**src/rtl/shapool_pkg.sv**
```systemverilog
// Shared definitions for the shapool hasher pool sequencing logic.
package shapool_pkg;

    localparam int unsigned NONCE_TOTAL_WIDTH    = 32;
    localparam int unsigned DEFAULT_ROUND_CYCLES = 67;

    typedef enum logic [2:0] {
        ST_IDLE      = 3'd0,
        ST_ARM       = 3'd1,
        ST_RUN       = 3'd2,
        ST_FOUND     = 3'd3,
        ST_EXHAUSTED = 3'd4
    } state_e;

endpackage

```
**src/rtl/progress_counter.sv**
```systemverilog
// Nonce-space progress tracking: cycles within a hash round plus completed attempts.
module progress_counter #(
    parameter int unsigned ROUND_CYCLES  = 67,
    parameter int unsigned ATTEMPT_WIDTH = 31
) (
    input  logic clk,
    input  logic reset_n,
    input  logic clear_in,
    input  logic en_in,
    output logic round_wrap_c,
    output logic attempt_last_c
);

    localparam int unsigned ROUND_W = (ROUND_CYCLES > 1) ? $clog2(ROUND_CYCLES) : 1;
    localparam logic [ROUND_W-1:0] ROUND_LAST = ROUND_W'(ROUND_CYCLES - 1);

    logic [ROUND_W-1:0]       round_cnt_q;
    logic [ROUND_W-1:0]       round_cnt_d;
    logic [ATTEMPT_WIDTH-1:0] attempt_cnt_q;
    logic [ATTEMPT_WIDTH-1:0] attempt_cnt_d;

    // The attempt counter saturates at all-ones; the scheduler leaves RUN on that wrap.
    always_comb begin
        round_wrap_c   = en_in && (round_cnt_q == ROUND_LAST);
        attempt_last_c = &attempt_cnt_q;
        round_cnt_d    = round_cnt_q;
        attempt_cnt_d  = attempt_cnt_q;
        if (clear_in) begin
            round_cnt_d   = '0;
            attempt_cnt_d = '0;
        end else if (en_in) begin
            round_cnt_d = round_wrap_c ? '0 : round_cnt_q + ROUND_W'(1);
            if (round_wrap_c && !attempt_last_c) begin
                attempt_cnt_d = attempt_cnt_q + ATTEMPT_WIDTH'(1);
            end
        end
    end

    always_ff @(posedge clk or negedge reset_n) begin
        if (!reset_n) begin
            round_cnt_q   <= '0;
            attempt_cnt_q <= '0;
        end else begin
            round_cnt_q   <= round_cnt_d;
            attempt_cnt_q <= attempt_cnt_d;
        end
    end

endmodule

```
**src/rtl/pool_scheduler.sv**
```systemverilog
// Sequences the shapool hasher pool for one job: arm, run, capture the winning nonce or report exhaustion.
module pool_scheduler
    import shapool_pkg::*;
#(
    parameter int unsigned POOL_SIZE_LOG2 = 1,
    parameter int unsigned NONCE_WIDTH    = NONCE_TOTAL_WIDTH - POOL_SIZE_LOG2,
    parameter int unsigned ROUND_CYCLES   = DEFAULT_ROUND_CYCLES,
    parameter int unsigned ARM_CYCLES     = 4,
    parameter int unsigned ATTEMPT_WIDTH  = 31
) (
    input  logic                         clk,
    input  logic                         reset_n,
    input  logic                         job_valid_in,
    output logic                         job_ready_out,
    output logic                         pool_reset_n_out,
    input  logic                         pool_success_in,
    input  logic [NONCE_WIDTH-1:0]       pool_nonce_in,
    output logic                         result_valid_out,
    output logic [NONCE_TOTAL_WIDTH-1:0] result_nonce_out,
    input  logic                         result_ack_in,
    output logic                         ready_out,
    output logic                         busy_out,
    output logic                         exhausted_out
);

    localparam int unsigned ARM_W = (ARM_CYCLES > 1) ? $clog2(ARM_CYCLES) : 1;
    localparam logic [ARM_W-1:0] ARM_LOAD = ARM_W'(ARM_CYCLES - 1);

    state_e                         state_q;
    state_e                         state_d;
    logic [ARM_W-1:0]               arm_cnt_q;
    logic [ARM_W-1:0]               arm_cnt_d;
    logic                           pool_reset_n_q;
    logic                           pool_reset_n_d;
    logic                           result_valid_q;
    logic                           result_valid_d;
    logic [NONCE_TOTAL_WIDTH-1:0]   result_nonce_q;
    logic [NONCE_TOTAL_WIDTH-1:0]   result_nonce_d;
    logic                           ready_q;
    logic                           ready_d;
    logic                           busy_q;
    logic                           busy_d;
    logic                           exhausted_q;
    logic                           exhausted_d;

    logic accept_c;
    logic round_wrap_c;
    logic attempt_last_c;

    progress_counter #(
        .ROUND_CYCLES  (ROUND_CYCLES),
        .ATTEMPT_WIDTH (ATTEMPT_WIDTH)
    ) u_progress (
        .clk            (clk),
        .reset_n        (reset_n),
        .clear_in       (state_q == ST_ARM),
        .en_in          (state_q == ST_RUN),
        .round_wrap_c   (round_wrap_c),
        .attempt_last_c (attempt_last_c)
    );

    assign job_ready_out = (state_q != ST_ARM);
    assign accept_c      = job_valid_in && job_ready_out;

    // Next state; an accept preempts every other event, success outranks exhaustion.
    always_comb begin
        state_d        = state_q;
        arm_cnt_d      = arm_cnt_q;
        result_valid_d = result_valid_q;
        result_nonce_d = result_nonce_q;
        ready_d        = ready_q;
        exhausted_d    = exhausted_q;

        unique case (state_q)
            ST_IDLE: begin
                if (accept_c) state_d = ST_ARM;
            end
            ST_ARM: begin
                if (arm_cnt_q == '0) state_d   = ST_RUN;
                else                 arm_cnt_d = arm_cnt_q - ARM_W'(1);
            end
            ST_RUN: begin
                if (accept_c) begin
                    state_d = ST_ARM;
                end else if (pool_success_in) begin
                    state_d        = ST_FOUND;
                    result_valid_d = 1'b1;
                    ready_d        = 1'b1;
                    result_nonce_d = NONCE_TOTAL_WIDTH'(pool_nonce_in);
                end else if (round_wrap_c && attempt_last_c) begin
                    state_d     = ST_EXHAUSTED;
                    exhausted_d = 1'b1;
                end
            end
            ST_FOUND: begin
                if (accept_c) begin
                    state_d = ST_ARM;
                end else if (result_ack_in) begin
                    state_d        = ST_IDLE;
                    result_valid_d = 1'b0;
                    ready_d        = 1'b0;
                end
            end
            ST_EXHAUSTED: begin
                if (accept_c) state_d = ST_ARM;
            end
            default: state_d = ST_IDLE;
        endcase

        if (accept_c) begin
            arm_cnt_d      = ARM_LOAD;
            result_valid_d = 1'b0;
            ready_d        = 1'b0;
            exhausted_d    = 1'b0;
        end

        // Pool only runs in RUN; registering from state_d keeps the release aligned with the state.
        pool_reset_n_d = (state_d == ST_RUN);
        busy_d         = (state_d == ST_ARM) || (state_d == ST_RUN);
    end

    always_ff @(posedge clk or negedge reset_n) begin
        if (!reset_n) begin
            state_q        <= ST_IDLE;
            arm_cnt_q      <= '0;
            pool_reset_n_q <= 1'b0;
            result_valid_q <= 1'b0;
            result_nonce_q <= '0;
            ready_q        <= 1'b0;
            busy_q         <= 1'b0;
            exhausted_q    <= 1'b0;
        end else begin
            state_q        <= state_d;
            arm_cnt_q      <= arm_cnt_d;
            pool_reset_n_q <= pool_reset_n_d;
            result_valid_q <= result_valid_d;
            result_nonce_q <= result_nonce_d;
            ready_q        <= ready_d;
            busy_q         <= busy_d;
            exhausted_q    <= exhausted_d;
        end
    end

    assign pool_reset_n_out = pool_reset_n_q;
    assign result_valid_out = result_valid_q;
    assign result_nonce_out = result_nonce_q;
    assign ready_out        = ready_q;
    assign busy_out         = busy_q;
    assign exhausted_out    = exhausted_q;

endmodule

```
**config.mk**
```make
export PLATFORM = sky130hd
export DESIGN_NAME = pool_scheduler
export DESIGN_NICKNAME = d
export VERILOG_FILES = /design/src/rtl/shapool_pkg.sv /design/src/rtl/progress_counter.sv /design/src/rtl/pool_scheduler.sv
export SDC_FILE = /design/constraint.sdc
export NUM_CORES = 1
export LEC_CHECK = 0
export BUFFER_PORTS_ARGS = -buffer_cell sky130_fd_sc_hd__buf_2
export CORE_ASPECT_RATIO = 0.5
export CORE_UTILIZATION = 59
export CTS_CLUSTER_SIZE = 28
export DETAILED_ROUTE_END_ITERATION = 10
export PLACE_DENSITY = 0.84
export SYNTH_ARGS = -nofsm -noshare
export SYNTH_HDL_FRONTEND = slang
export SYNTH_SLANG_ARGS = --single-unit
```
**constraint.sdc**
```tcl
create_clock -name clk -period 5.8 [get_ports clk]
set_input_delay 0.29 -clock clk [delete_from_list [all_inputs] [get_ports clk]]
set_output_delay 0.29 -clock clk [all_outputs]
set_load 0.1 [all_outputs]
```
[After elaboration in Yosys (flattened, before gate mapping)]
Cells that the tools add are included.
Word-level totals
  bits in registers: 78
  latch bits: 0
  memory bits (writable): 0
  memory bits (read-only): 0
  input bits: 36
  output and inout port bits: 38
  memories kept: 0
Operators by class
  add/sub/neg operators: 3
  $mul: 0
  div/mod/pow operators: 0
  magnitude comparators: 0
  equal/unequal tests: 12
  shift-type cells: 0
  multiplexer cells: 25
  bitwise gates (word level): 1
  reduce and logical (&&, ||, !) cells: 21
Operators by type and width (number)
  31-bit 2-to-1 mux: 3
  31-bit by 1-bit adder with 31-bit output, second input constant: 1
  31-bit AND reduction: 1
  3-bit 2-to-1 mux: 7
  7-bit 2-to-1 mux: 3
  3-bit one-hot mux with 4 select lines: 1
  2-bit nonzero test: 5
  3-bit by 2-bit == test with 1-bit output, second input constant: 3
  3-bit AND reduction: 3
  7-bit by 1-bit adder with 7-bit output, second input constant: 1
  7-bit == test, second input constant: 1
  1-bit 2-to-1 mux: 7
  3-bit by 1-bit == test with 1-bit output, second input constant: 2
  2-bit 2-to-1 mux: 3
  3-bit inequality test, second input constant: 2
  1-bit logical AND: 4
  2-bit AND reduction: 2
  3-bit == test, second input constant: 1
  3-bit logical NOT: 1
  3-bit by 1-bit inequality test with 1-bit output, second input constant: 1
  3-bit nonzero test: 1
  2-bit logical NOT: 1
  2-bit by 1-bit inequality test with 1-bit output, second input constant: 1
  2-bit inequality test, second input constant: 1
  other kinds (6): 6

[Depth between registers and ports, before layout]
Gate-level depths: netlist of the first run.
  depth after elaboration: 9
  depth in mapped cells: 8

[Modules after synthesis]
A second synthesis of the first run with hierarchy kept.
Unflattened totals
  cell total of the unflattened synthesis: 354
  area, all modules: 3928.8 sq um
By module, submodules not included
  progress_counter: instances 1, cells each 232, area an instance 2139.6 sq um
  pool_scheduler: instances 1, cells each 122, area an instance 1789.2 sq um

[Worst setup path before layout of the first run]
No wires, ideal clock.
  path kind: register to register
  from: register state_q[0]
  to: register u_progress.attempt_cnt_q[22]
  setup time: 110 ps
  arrival time: 2116 ps
  setup slack: 3574 ps
  cell stages (with the launch flop): 8
  clock period less this slack: 2226 ps
  cells stage by stage: dfrtp_1 > buf_6 > nand2b_1 > nor2_1 > inv_1 > clkbuf_1 > o311ai_0 > o41ai_1
On the way
  cells in the longest elaborated chain, start to end: 5
  elaborated cells between the ends (all ways): 8
  classes of those cells: eq/ne: 2; mux: 1; reduce/logical: 5
Ends and longest elaborated chain
  start: declaration: line pool_scheduler.sv:29  | state_e state_q;
  start signal: assignment: line pool_scheduler.sv:133  | state_q <= state_d;
  3-bit by 2-bit == test with 1-bit output: line pool_scheduler.sv:57  | .en_in (state_q == ST_RUN),
  1-bit logical AND: line progress_counter.sv:24  | round_wrap_c = en_in && (round_cnt_q == ROUND_LAST);
  1-bit logical AND: line progress_counter.sv:33  | if (round_wrap_c && !attempt_last_c) begin
  2-bit nonzero test (no source line)
  2-bit AND reduction (no source line)
  end signal: assignment: line progress_counter.sv:45  | attempt_cnt_q <= attempt_cnt_d;
  end: declaration: line progress_counter.sv:19  | logic [ATTEMPT_WIDTH-1:0] attempt_cnt_q;
Several ways; a longest one is shown, not always the timed one.
A chain may end at the register's enable or synchronous reset.

[Worst setup path in the final report of the first run]
  from: register state_q[0]
  to: register result_nonce_q[9], in the netlist result_nonce_out[9]
On the way
  cells in the longest elaborated chain, start to end: 4
  elaborated cells between the ends (all ways): 5
  classes of those cells: eq/ne: 2; bitwise: 1; reduce/logical: 2
Ends and longest elaborated chain
  3-bit by 1-bit inequality test with 1-bit output: line pool_scheduler.sv:62  | assign job_ready_out = (state_q != ST_ARM);
  1-bit logical AND: line pool_scheduler.sv:63  | assign accept_c = job_valid_in && job_ready_out;
  1-bit inverter (no source line)
  3-bit AND reduction (no source line) *
  end signal: assignment: line pool_scheduler.sv:137  | result_nonce_q <= result_nonce_d;
  end: declaration: line pool_scheduler.sv:37  | logic [NONCE_TOTAL_WIDTH-1:0] result_nonce_q;
Mark *: on every way between the ends. The rest lies on a longest branch, timed or not.

==> flow_summary.toml, run 1 <==
[outcome]
status = "complete, no violations"

[worst_setup_path]
critical_path.top_delay_family = "simple AND/OR/NAND/NOR gates"
end_kind = "flip-flop"
cp-start-kind = "flip-flop"
cp_max_fo = 32
max_stage_delay_ns = 0.74
cp_cell_sequence = "or3b_1 > nor2_1 > nand2_1 > mux2_2"
arrival_ns = 2.81
cp_slowest_cell = "nand2_1"
cp_num_buf_inv = 0
cp.required_ns = 6.02
worstSetupPathType = "flip-flop to flip-flop"

[placement]
dpl.hpwl_um = 5570
postPlaceCellArea_sq_um = 4210
dp.cells = 503
port_buffers = 72
gp_congestion = 0.867
post-place-ws_ns = 3.23

[hold_path]
min_path_type = "input pin to async pin"

[sta]
setup_tns_ns = 0
tightest_slew_ns = 1.25
hold_viol_final = 0
worst_slack_ns = 3.21
max_slew_margin = 0.166
post-route-period-util = 0.447
final.min_clock_period_ns = 2.59
clock.fmax_mhz = 386
rsz0062_at_grt = "false"
setup-violations-final = 0
whs_ns = 0.0888
finalClockSkew_ns = 0.00765
final_max_slew_viol_count = 0

[floorplan]
core_region_area_sq_um = 6160
die_h_um = 58.9
fp.dieW_um = 116
die-area_sq_um = 6810
rows = 20
io_pins = 74
initial_utilization = 0.620

[route]
viasPerCell = 6.04
wl_per_cell_um = 16.2
antenna_left = 0
drtIter0Drc = 165
firstDrtPassIters = 5
wl_um = 8430
vias = 3137
post-route-drc-count = 0

[global_route]
overflow = 0
grt_max_degree = 79
antenna_found_initial = 0
grt_pass1_vias = 2952
grt_util_all_layers = 0.275
grt_pass1_wl_um = 13800

[synthesis]
yosys.area.top_type = "dfrtp_1"
synth_fp_nets = 397
synth_edf_count = 0
synth_area_leaders = "dfrtp_1 (51%), mux2_2 (9.1%), o21ai_0 (2.9%)"
syn_avg_cell_area_sq_um = 10.7
synth-main-ff-cell = "dfrtp_1"
synth.top_cell.area_share = 0.511
async_flop_share = 1.00
synth_seq_cells = 78
synthesis.area_sq_um = 3820
synth_common_cells = "dfrtp_1 (78), mux2_2 (31), nor2_1 (26)"
synth.most_common_cell = "dfrtp_1"
yosysUniqueCellTypes = 51
yosysSeqAreaShare = 0.511
synthCells = 357
yosysWarningCount = 0

[job]
drv_cap = 0

[clock_network]
cts_max_path_buffers = 2
clock_latency_ns = 0.34
ctsHoldBuffers = 0
cts-buffers-inserted = 9
path_clk_slew_ns = 0.06
clock-root-buffer = "clkbuf_16"
postCtsSetupBuffers = 0
clkSinkCount = 78
ctsResizeCount = 0
htree_levels = 3
cts_tree = "built"

[layout]
final_nets = 466
diodes = 0
stdcell_count = 519
utilization = 0.736
syn_to_final_growth_pct = 18.7
drive_gt1_frac = 0.297
final_area_sq_um = 4530

[power]
powerDensity_nw_per_um2 = 581
peakVddDrop_mv = 0.581
power_mw = 2.63
power.leakage_nw = 2.03
-- layout make-up --
| cell class | count | area, sq um |
|---|---|---|
| Clock buffer | 10 | 239 |
| Clock inverter | 6 | 75.1 |
| Fill cell | 413 | 1630 |
| Inverter | 10 | 37.5 |
| Multi-Input combinational cell | 254 | 1740 |
| Sequential cell | 78 | 1950 |
| Tap cell | 88 | 110 |
| Timing Repair Buffer | 73 | 370 |
-- cell families after synthesis --
logic type               after synthesis  share of synthesized area
multiplexers                          32                     0.0941
other                                  1                   0.000983
AO/OA/AOI/OAI                         76                      0.130
adder cells (fa/ha/maj)                4                     0.0131
flip-flops                            78                      0.511
AND/OR/NAND/NOR                      130                      0.194
XOR/XNOR                              11                     0.0252
buffers and inverters                 25                     0.0315
-- worst paths after layout --
path	start	endpoint	slack (ns)	depth (start not counted)
worst max-delay path	state_q[0]$_DFF_PN0_	result_nonce_out[9]$_DFFE_PN0P_	3.21	4
worst min-delay path	reset_n	u_progress.round_cnt_q[5]$_DFFE_PN0P_	0.09	1
worst max register to register	state_q[0]$_DFF_PN0_	result_nonce_out[9]$_DFFE_PN0P_	3.21	4
worst min register to register	arm_cnt_q[0]$_DFFE_PN0P_	arm_cnt_q[0]$_DFFE_PN0P_	0.50	1
max in group asynchronous	reset_n	ready_out$_DFFE_PN0P_	5.08	1
min in group clk	pool_nonce_in[0]	result_nonce_out[0]$_DFFE_PN0P_	0.18	2
-- state kept, by name (all words and copies together), names as in the netlist --
name / flops
busy_out: 1
result_nonce_out: 31
u_progress.round_cnt_q: 7
ready_out: 1
arm_cnt_q: 2
u_progress.attempt_cnt_q: 31
exhausted_out: 1
pool_reset_n_out: 1
state_q: 3
-- routing by layer --
layer | GRT usage | up-vias | routed length, um
met4 | 0.0751 | 0 | 91
met3 | 0.111 | 13 | 688
li1 | - | 1471 | -
met5 | 0 | - | 0
met2 | 0.453 | 132 | 4160
met1 | 0.341 | 1521 | 3490
-- layout by cell type (no fill, tap or decap), drive strengths merged, types with 2 or more instances in the layout --
| cell type | n |
|---|---|
| dfrtp | 78 |
| buf | 73 |
| mux2 | 31 |
| o21ai | 28 |
| nor2 | 26 |
| nand2 | 24 |
| a21oi | 17 |
| nand4 | 16 |
| inv | 14 |
| nand3 | 12 |
| xnor2 | 10 |
| clkbuf | 10 |
| or3 | 9 |
| or4 | 7 |
| and4 | 6 |
| o31ai | 6 |
| nand2b | 5 |
| a31oi | 5 |
| nor4 | 5 |
| nor3 | 5 |
| and3 | 4 |
| nor2b | 4 |
| a2111oi | 4 |
| ha | 4 |
| a311oi | 3 |
| and2 | 2 |
| a211oi | 2 |
| a22oi | 2 |
| o211ai | 2 |
| o311ai | 2 |
-- power by group --
group / leakage (nW) / internal, mW / switching (mW)
registers: 1.03 / 0.665 / 0.0740
logic: 0.846 / 0.218 / 1.09
clock network: 0.152 / 0.352 / 0.234
Power figures use the tool's default switching activity.
==> run 2: changes to the inputs <==
- CORE_UTILIZATION: 59 -> 55
- PLACE_DENSITY: 0.84 -> 0.79
- clock period: 5.8 -> 2.6 ns (I/O delays scaled with it)
==> run 2 against run 1 <==
Sequential share of layout area is 1.2 points lower. Clock-buffer cell count is the same. Utilization fell by 4.0 points. Fmax rose by 10%. First-iteration DRC count grew 27%. Combinational power up 120%. Sequential power rose by 120%. Cell area up 2.9%. Non-clock buffer count rose by 11. Global-route usage fell by 2.7 points. Critical endpoint is now u_progress.attempt_cnt_q[23]$_DFFE_PN0P_. Highest routed layer unchanged.
==> flow_summary.toml, run 2 (same netlist as run 1, synthesis figures left out) <==
[floorplan]
rows = 21
io_pins = 74
die-area_sq_um = 7300
initial_utilization = 0.570
fp.dieW_um = 120
core_region_area_sq_um = 6700
die_h_um = 60.9

[clock_network]
clock-root-buffer = "clkbuf_16"
cts_tree = "built"
clkSinkCount = 78
path_clk_slew_ns = 0.06
htree_levels = 3
cts-buffers-inserted = 9
clock_latency_ns = 0.34
postCtsSetupBuffers = 0
cts_max_path_buffers = 2

[route]
wl_per_cell_um = 15.9
wl_um = 8470
firstDrtPassIters = 5
drtIter0Drc = 209
antenna_left = 0
viasPerCell = 5.91
vias = 3158
post-route-drc-count = 0

[hold_path]
min_path_type = "input pin to flip-flop"

[layout]
drive_gt1_frac = 0.312
syn_to_final_growth_pct = 22.1
diodes = 0
final_nets = 477
layout.cells.most_common_list = "dfrtp_1 (78), buf_2 (71), mux2_2 (31)"
utilization = 0.695
layout_commonest_cell = "dfrtp_1"
final_area_sq_um = 4660
stdcell_count = 534

[sta]
post-route-period-util = 0.904
tightest_slew_ns = 0.949
clock.fmax_mhz = 426
final_max_slew_viol_count = 0
rsz0062_at_grt = "false"
setup_tns_ns = 0
max_slew_margin = 0.367
finalClockSkew_ns = 0.00283
setup-violations-final = 0
final.min_clock_period_ns = 2.35
hold_viol_final = 0

[global_route]
grt_pass1_vias = 2973
grt_util_all_layers = 0.248
grt_pass1_wl_um = 13800
grt_max_degree = 79
overflow = 0
antenna_found_initial = 0

[placement]
dpl.hpwl_um = 5810
port_buffers = 72
gp_congestion = 0.806
postPlaceCellArea_sq_um = 4290
dp.cells = 517

[power]
power_mw = 6.00
peakVddDrop_mv = 1.19
powerDensity_nw_per_um2 = 1290
power.leakage_nw = 2.11

[worst_setup_path]
cp-start-kind = "flip-flop"
cp_max_fo = 19
max_stage_delay_ns = 0.60
cp_cell_sequence = "or4b_4 > nor3_4 > o31ai_4 > or4_1 > a21oi_1"
end_kind = "flip-flop"
worstSetupPathType = "flip-flop to flip-flop"
cp_slowest_cell = "or4b_4"
cp.required_ns = 2.86
arrival_ns = 2.61

[job]
drv_cap = 0

[outcome]
status = "complete, no violations"
## run 2: cell types whose count changed in the layout (fill, tap and decap cells not counted), sizes merged
cell         delta
buf            +10
inv             -2
clkinv          +1
clkinvlp        -1
dlygate4sd3     +1
bufinv          +2
## run 2: stage by stage
step                      hold WS, ns  worst slack (ns)
after floorplan                -0.166             0.374
after global placement          0.329             0.358
after detailed placement        0.345             0.248
after CTS                      0.0155             0.249
after global routing           0.0113            0.0768
final                          0.0214             0.250
## run 2: repair_timing
item                                   CTS  global route
resized for setup                        0             0
hold buffers                             1             0
endpoints found under the hold margin   39             0
setup endpoints to repair                0             0
## run 2: final cells by class
cell class | count | area, sq um
fill | 475 | 2040
sequential | 78 | 1950
multi-input combinational | 254 | 1740
timing repair buffer | 84 | 455
clock buffer | 10 | 239
clock inverter | 6 | 116
tap | 92 | 115
inverter | 10 | 37.5
## run 2: critical path, delay by kind of cell (launching register included)
kind	cells	cell delay [ns]
simple gates	3	1.41
flops	1	0.44
compound gates	2	0.42
## run 2: where the power goes
group | internal [mW] | switching, mW | total (mW)
clock network | 0.972 | 0.499 | 1.47
registers | 1.48 | 0.162 | 1.65
logic | 0.491 | 2.40 | 2.89
## run 2: final timing paths
path | from | to | slack [ns] | depth (start not counted)
setup reg to reg | u_progress.round_cnt_q[2]$_DFFE_PN0P_ | u_progress.attempt_cnt_q[23]$_DFFE_PN0P_ | 0.25 | 5
min in group asynchronous | reset_n | u_progress.round_cnt_q[0]$_DFFE_PN0P_ | 0.47 | 2
setup / recovery | u_progress.round_cnt_q[2]$_DFFE_PN0P_ | u_progress.attempt_cnt_q[23]$_DFFE_PN0P_ | 0.25 | 5
hold / removal | pool_nonce_in[10] | result_nonce_out[10]$_DFFE_PN0P_ | 0.02 | 2
max in group asynchronous | reset_n | state_q[1]$_DFF_PN0_ | 1.50 | 2
hold reg to reg | arm_cnt_q[0]$_DFFE_PN0P_ | arm_cnt_q[0]$_DFFE_PN0P_ | 0.49 | 1
## run 2: routing by layer
layer / global-route usage / wire, um / vias up
met2: 0.415 / 4090 / 117
met4: 0.0839 / 95 / 0
met3: 0.0771 / 544 / 14
met1: 0.313 / 3740 / 1537
li1: - / - / 1490
met5: 0 / 0 / -
